**src/rtl/nv_nvdla_pdp_unit1d_pkg.sv**
```systemverilog
// Shared types and constants for the PDP unit1d pooling accumulator.
// Perf counters are built in when NV_NVDLA_PDP_UNIT1D_POOL_PERF_EN is defined.
package nv_nvdla_pdp_unit1d_pkg;

  typedef enum logic [1:0] {
    POOL_SUM  = 2'd0,
    POOL_MAX  = 2'd1,
    POOL_MIN  = 2'd2,
    POOL_RSVD = 2'd3
  } pool_method_e;

  localparam int LANES_DEF  = 8;
  localparam int DATA_W_DEF = 16;
  localparam int MAX_KERNEL = 8;

  function automatic int acc_w(int dw);
    return dw + $clog2(MAX_KERNEL);
  endfunction

endpackage

```
**src/rtl/nv_nvdla_pdp_unit1d_pool_lane.sv**
```systemverilog
// Per-lane fold unit: first element, running sum, max or min.
// Reserved method encodings fold as a sum.
module nv_nvdla_pdp_unit1d_pool_lane
  import nv_nvdla_pdp_unit1d_pkg::*;
#(
  parameter int DATA_W = DATA_W_DEF,
  parameter int ACC_W  = acc_w(DATA_W_DEF)
) (
  input  logic              first,
  input  logic [1:0]        method,
  input  logic [DATA_W-1:0] data,
  input  logic [ACC_W-1:0]  acc,
  output logic [ACC_W-1:0]  nxt
);

  logic signed [ACC_W-1:0] d_ext;
  logic signed [ACC_W-1:0] a_s;

  assign d_ext = {{(ACC_W-DATA_W){data[DATA_W-1]}}, data};
  assign a_s   = acc;

  always_comb begin
    nxt = d_ext;
    if (!first) begin
      case (pool_method_e'(method))
        POOL_MAX: nxt = (d_ext > a_s) ? d_ext : a_s;
        POOL_MIN: nxt = (d_ext < a_s) ? d_ext : a_s;
        default:  nxt = a_s + d_ext;
      endcase
    end
  end

endmodule

```
**src/rtl/nv_nvdla_pdp_core_unit1d_pool_acc.sv**
```systemverilog
// Folds unit1d beats into 1D pooling windows; one result beat per window.
// NV_NVDLA_PDP_UNIT1D_POOL_PERF_EN adds window/stall counters.
module nv_nvdla_pdp_core_unit1d_pool_acc
  import nv_nvdla_pdp_unit1d_pkg::*;
#(
  parameter int LANES  = LANES_DEF,
  parameter int DATA_W = DATA_W_DEF,
  parameter int ACC_W  = acc_w(DATA_W)
) (
  input  logic                    nvdla_core_clk,
  input  logic                    nvdla_core_rstn,
  input  logic [1:0]              reg2dp_pool_method,
  input  logic [2:0]              reg2dp_kernel_width,
  input  logic                    in_vld,
  output logic                    in_rdy,
  input  logic [LANES*DATA_W-1:0] in_pd,
  input  logic                    in_line_end,
  output logic                    out_vld,
  input  logic                    out_rdy,
  output logic [LANES*ACC_W-1:0]  out_pd,
  output logic [3:0]              out_cnt
`ifdef NV_NVDLA_PDP_UNIT1D_POOL_PERF_EN
  ,
  output logic [31:0]             dp2reg_pool_win_cnt,
  output logic [31:0]             dp2reg_pool_stall_cnt
`endif
);

  logic [3:0]             cnt_q;
  logic [LANES*ACC_W-1:0] acc_q;
  logic [1:0]             method_q;
  logic [2:0]             kernel_q;

  logic                   fire;
  logic                   first;
  logic [1:0]             method_eff;
  logic [2:0]             kernel_eff;
  logic [3:0]             cnt_nxt;
  logic [3:0]             kern_lim;
  logic                   close;
  logic [LANES*ACC_W-1:0] acc_nxt;

  assign in_rdy     = !out_vld || out_rdy;
  assign fire       = in_vld && in_rdy;
  assign first      = (cnt_q == 4'd0);
  // Config is live on the opening beat, latched copy afterwards
  assign method_eff = first ? reg2dp_pool_method : method_q;
  assign kernel_eff = first ? reg2dp_kernel_width : kernel_q;
  assign cnt_nxt    = cnt_q + 4'd1;
  assign kern_lim   = {1'b0, kernel_eff} + 4'd1;
  assign close      = fire && ((cnt_nxt == kern_lim) || in_line_end);

  for (genvar i = 0; i < LANES; i++) begin : g_lane
    nv_nvdla_pdp_unit1d_pool_lane #(
      .DATA_W (DATA_W),
      .ACC_W  (ACC_W)
    ) u_lane (
      .first  (first),
      .method (method_eff),
      .data   (in_pd[i*DATA_W +: DATA_W]),
      .acc    (acc_q[i*ACC_W +: ACC_W]),
      .nxt    (acc_nxt[i*ACC_W +: ACC_W])
    );
  end

  always_ff @(posedge nvdla_core_clk or negedge nvdla_core_rstn) begin
    if (!nvdla_core_rstn) begin
      cnt_q    <= '0;
      acc_q    <= '0;
      method_q <= '0;
      kernel_q <= '0;
    end else if (fire) begin
      acc_q <= acc_nxt;
      cnt_q <= close ? 4'd0 : cnt_nxt;
      if (first) begin
        method_q <= reg2dp_pool_method;
        kernel_q <= reg2dp_kernel_width;
      end
    end
  end

  always_ff @(posedge nvdla_core_clk or negedge nvdla_core_rstn) begin
    if (!nvdla_core_rstn) begin
      out_vld <= 1'b0;
      out_pd  <= '0;
      out_cnt <= '0;
    end else if (close) begin
      out_vld <= 1'b1;
      out_pd  <= acc_nxt;
      out_cnt <= cnt_nxt;
    end else if (out_vld && out_rdy) begin
      out_vld <= 1'b0;
    end
  end

`ifdef NV_NVDLA_PDP_UNIT1D_POOL_PERF_EN
  always_ff @(posedge nvdla_core_clk or negedge nvdla_core_rstn) begin
    if (!nvdla_core_rstn) begin
      dp2reg_pool_win_cnt   <= '0;
      dp2reg_pool_stall_cnt <= '0;
    end else begin
      if (out_vld && out_rdy && (dp2reg_pool_win_cnt != '1))
        dp2reg_pool_win_cnt <= dp2reg_pool_win_cnt + 32'd1;
      if (out_vld && !out_rdy && (dp2reg_pool_stall_cnt != '1))
        dp2reg_pool_stall_cnt <= dp2reg_pool_stall_cnt + 32'd1;
    end
  end
`endif

endmodule

```
**config.mk**
```make
export PLATFORM = sky130hd
export DESIGN_NAME = nv_nvdla_pdp_core_unit1d_pool_acc
export DESIGN_NICKNAME = d
export VERILOG_FILES = /design/src/rtl/nv_nvdla_pdp_unit1d_pkg.sv /design/src/rtl/nv_nvdla_pdp_unit1d_pool_lane.sv /design/src/rtl/nv_nvdla_pdp_core_unit1d_pool_acc.sv
export SDC_FILE = /design/constraint.sdc
export NUM_CORES = 1
export LEC_CHECK = 0
export BUFFER_PORTS_ARGS = -buffer_cell sky130_fd_sc_hd__buf_2
export CORE_ASPECT_RATIO = 0.8
export CORE_MARGIN = 5
export CORE_UTILIZATION = 40
export CTS_CLUSTER_DIAMETER = 150
export DETAILED_ROUTE_END_ITERATION = 16
export MAX_ROUTING_LAYER = met4
export PLACE_DENSITY = 0.63
export SLEW_MARGIN = 20
export SYNTH_ARGS = -nofsm -noshare
export SYNTH_HDL_FRONTEND = slang
export SYNTH_SLANG_ARGS = --single-unit
```
**constraint.sdc**
```tcl
create_clock -name nvdla_core_clk -period 6.1 [get_ports nvdla_core_clk]
set_clock_uncertainty 0.05 [all_clocks]
set_input_delay 1.22 -clock nvdla_core_clk [delete_from_list [all_inputs] [get_ports nvdla_core_clk]]
set_output_delay 1.22 -clock nvdla_core_clk [all_outputs]
set_load 0.005 [all_outputs]
```
==> metrics.md <==
| Metric | Value |
|---|---|
| Post-CTS setup repair buffer count | 0 |
| PD cells | 673 nW/µm² |
| Status | completed |
| Final #Nets | between 4000 and 5000 |
| Routability cong. | 0.931 |
| Clock Sinks | around 320 |
| Hold Path End | out_cnt[1] |
| Asr flop ratio synth | 1.00 |
| Post-Route Setup TNS | 0 ns |
| Clock Tree Buf Depth | 3 |
| Final hold vios | 0 |
| Root Driver | clkbuf_16 |
| Endpoint type of the worst setup path | flip-flop |
| Seq/Total Area, Yosys | 0.267 |
| Top cells by count, synth | nand2_1 (451), dfrtp_1 (318), ha_1 (301) |
| Worst skew pair latency | roughly 0.57 ns |
| Vias in the first global route | around 28000 |
| Post_cts resized | 0 |
| Die Ht | roughly 250 µm |
| WHS Path Cells | 2 |
| Critical path arrival | around 4.9 ns |
| Synth Warn # | 0 |
| Vias | 29200 |
| Top Ports | around 300 |
| CTS tree | done |
| First-pass DRT Iterations | 5 |
| F_max | approximately 220 MHz |
| FF-to-FF Start | cnt_q[0] |
| Post-synth EDFFs | 0 |
| Worst Hold Launch | out_cnt[1] |
| Top-count cell post-synth | nand2_1 |
| Crit Reg-Reg Endpoint | acc_q[151] |
| Worst reg2reg setup slack | roughly 1.6 ns |
| DRC errors left | 0 |
| Grt ovf | 0 |
| Total die area | 80000 µm² |
| Largest net degree at the start of global routing | 170 |
| DP HPWL | 71700 µm |
| Final period util | 0.737 |
| Routed Antenna Nets | 0 |
| Post-Synthesis Cells | 3782 |
| CP startpoint kind | flip-flop |
| Fill cells | between 7000 and 8000 |
| Width of the die | 315 µm |
| Placed cells | slightly below 5000 |
| Synth Net Count | roughly 4200 |
| H-tree Lvls | 2 |
| P_leak | 0.0152 µW |
| Post-synth top area cell | dfrtp_1 |
| Top-area cell type share of the netlist area | 0.267 |
| Mean post-synth cell area | 7.87 µm² |
| Worst vdd ir | approximately 310 µV |
| First-pass GRT wire length | between 150000 and 200000 µm |
| TritonCTS Buffers | between 40 and 50 |
| Post-DR vias/cell | slightly below 6 |
| Initial Util | 0.404 |
| Core Footprint | between 70000 and 80000 µm² |
| Wire per inst | ~21 µm |
| Hold Path Class | flip-flop to flip-flop |
| Reg clk slew, reported paths | about 0.060 ns |
| Slew headroom | 0.268 |
| Reg2Reg Depth | 12 |
| Synth cell types | 103 |
| Syn Std Cell Area | a little under 30000 µm² |
| Antenna violations before repair | 14 |
| Data required, critical path | roughly 6.5 ns |
| Layout cells sized above 1 | 0.130 |
| Hold buffer count at CTS | 0 |
| Tot GR Track Use | 0.256 |
| Final Max Tran Viols | 0 |
| Ys flop type | dfrtp_1 |
| Non-Filler Instances | 4978 |
| I/O Buffers | between 200 and 300 |
| Yosys reg bits | between 300 and 400 |
| WS Path Type | flip-flop to flip-flop |
| Crit path max fanout | 24 |
| FP Rows | 89 |
| Post-Route WL | roughly 100000 µm |
| Critical Path Start | cnt_q[0] |
| Iteration-0 DRC count of the detailed router | between 2000 and 2500 |
| Fin crit period | 4.50 ns |
| Unrepaired setup endpoints after global routing | false |
| Finish-stage setup viols | 0 |
| Layout area overhead | 12.5% |
| Leading post-synthesis cells by cell area | dfrtp_1 (27%), ha_1 (13%), nand2_1 (5.7%) |
| Worst Tran Pin Value | 1.10 ns |
| Max Cap Viol | 0 |
==> kinds of logic after synthesis <==
group / synth area share
fa+ha+maj: 0.132
xor+xnor: 0.0315
flops: 0.267
buf+inv: 0.0682
simple gates: 0.185
mux: 0.0527
compound gates: 0.263
==> worst max-delay path by stage <==
| stage | endpoint | slack, ns | cells after the start |
|---|---|---|---|
| finish | acc_q[151] | 1.60 | 12 |
| global route | acc_q[151] | 1.33 | 12 |
| CTS | acc_q[151] | 1.63 | 12 |
| detailed placement | acc_q[56] | 1.30 | 12 |
| global placement | acc_q[56] | 1.37 | 12 |
| floorplan | out_pd[18] | 1.97 | 12 |
==> routing by layer <==
| layer | track usage | vias up | part of all wire |
|---|---|---|---|
| met5 | - | - | 0 |
| met2 | 0.379 | 992 | 0.43 |
| met3 | 0.0552 | 142 | 0.083 |
| met1 | 0.357 | 14000 | 0.47 |
| met4 | 0.0652 | 0 | 0.023 |
| li1 | - | 14000 | - |
==> final cells by class <==
| type | instances | area, µm² | area share |
|---|---|---|---|
| antenna | 9 | 22.5 | 0.000672 |
| sequential | 318 | 7960 | 0.238 |
| inverter | 281 | 1060 | 0.0316 |
| tap | 1001 | 1250 | 0.0374 |
| clock buffer | 53 | 1140 | 0.0341 |
| multi-input combinational | 2949 | 19900 | 0.594 |
| clock inverter | 18 | 224 | 0.00669 |
| timing repair buffer | 349 | 1950 | 0.0583 |
==> sequential cells by signal, indices dropped and copies added (netlist names) <==
signal / count
acc_q: 152
out_pd: 152
cnt_q: 4
out_cnt: 4
kernel_q: 3
method_q: 2
out_vld: 1
==> worst max-delay path, cell delays in order, from the launching register on <==
cell and delay (ns):
dfrtp_1 0.44, inv_1 0.15, ha_1 0.23, nor3b_4 0.44
mux2i_1 0.43, inv_1 0.13, ha_4 0.55, inv_4 0.23
nand2_2 0.57, o41ai_1 0.17, or4_1 0.53, a211oi_1 0.27
a21oi_1 0.12
==> cells in the final DEF, fill, tap and decap left out, types with 18 or more instances in the layout <==
cell type  synthesis  layout
nand2_1          451     446
dfrtp_1          318     318
o21ai_0          299     299
ha_1             301     299
buf_2             28     294
inv_1            280     278
nor2_1           238     233
a21oi_1          219     219
nand3_1          114     114
mux2i_1          106     106
a31oi_1          101     101
nor3_1            95      94
xnor2_1           84      84
o21ai_1           75      74
o31ai_1           66      66
o221ai_1          50      50
buf_4              4      49
mux2_2            42      42
clkbuf_16          0      41
and2_1            42      40
o22ai_1           39      39
a211oi_1          37      37
nand2b_1          35      35
o211ai_1          32      32
or3_1             31      31
nand4_1           31      31
o21bai_1          30      30
and3_1            29      29
nor2b_1           27      27
a221oi_1          23      23
xor2_1            23      23
a21o_1            22      22
a22oi_1           21      21
o2111ai_1         21      21
nor3b_1           18      18
==> per-stage QoR <==
stage | setup WS (ns) | hold WS [ns] | area (µm²) | power [µW] | utilization
final | 1.60 | 0.416 | 33500 | 22500 | 0.454
after global routing | 1.33 | 0.442 | 33500 | 24400 | 0.454
after CTS | 1.63 | 0.423 | 33500 | 22400 | 0.454
after detailed placement | 1.30 | 0.409 | 32100 | 19800 | 0.436
after global placement | 1.37 | 0.406 | 32100 | 19700 | 0.436
after floorplan | 1.97 | 0.399 | 29800 | 14900 | -
==> power breakdown <==
group	switching [µW]	internal [µW]
Combinational	10100	5770
Sequential	967	3170
Clock	997	1520
Total	12100	10500
Note: power is estimated with default switching activity, not from simulation.
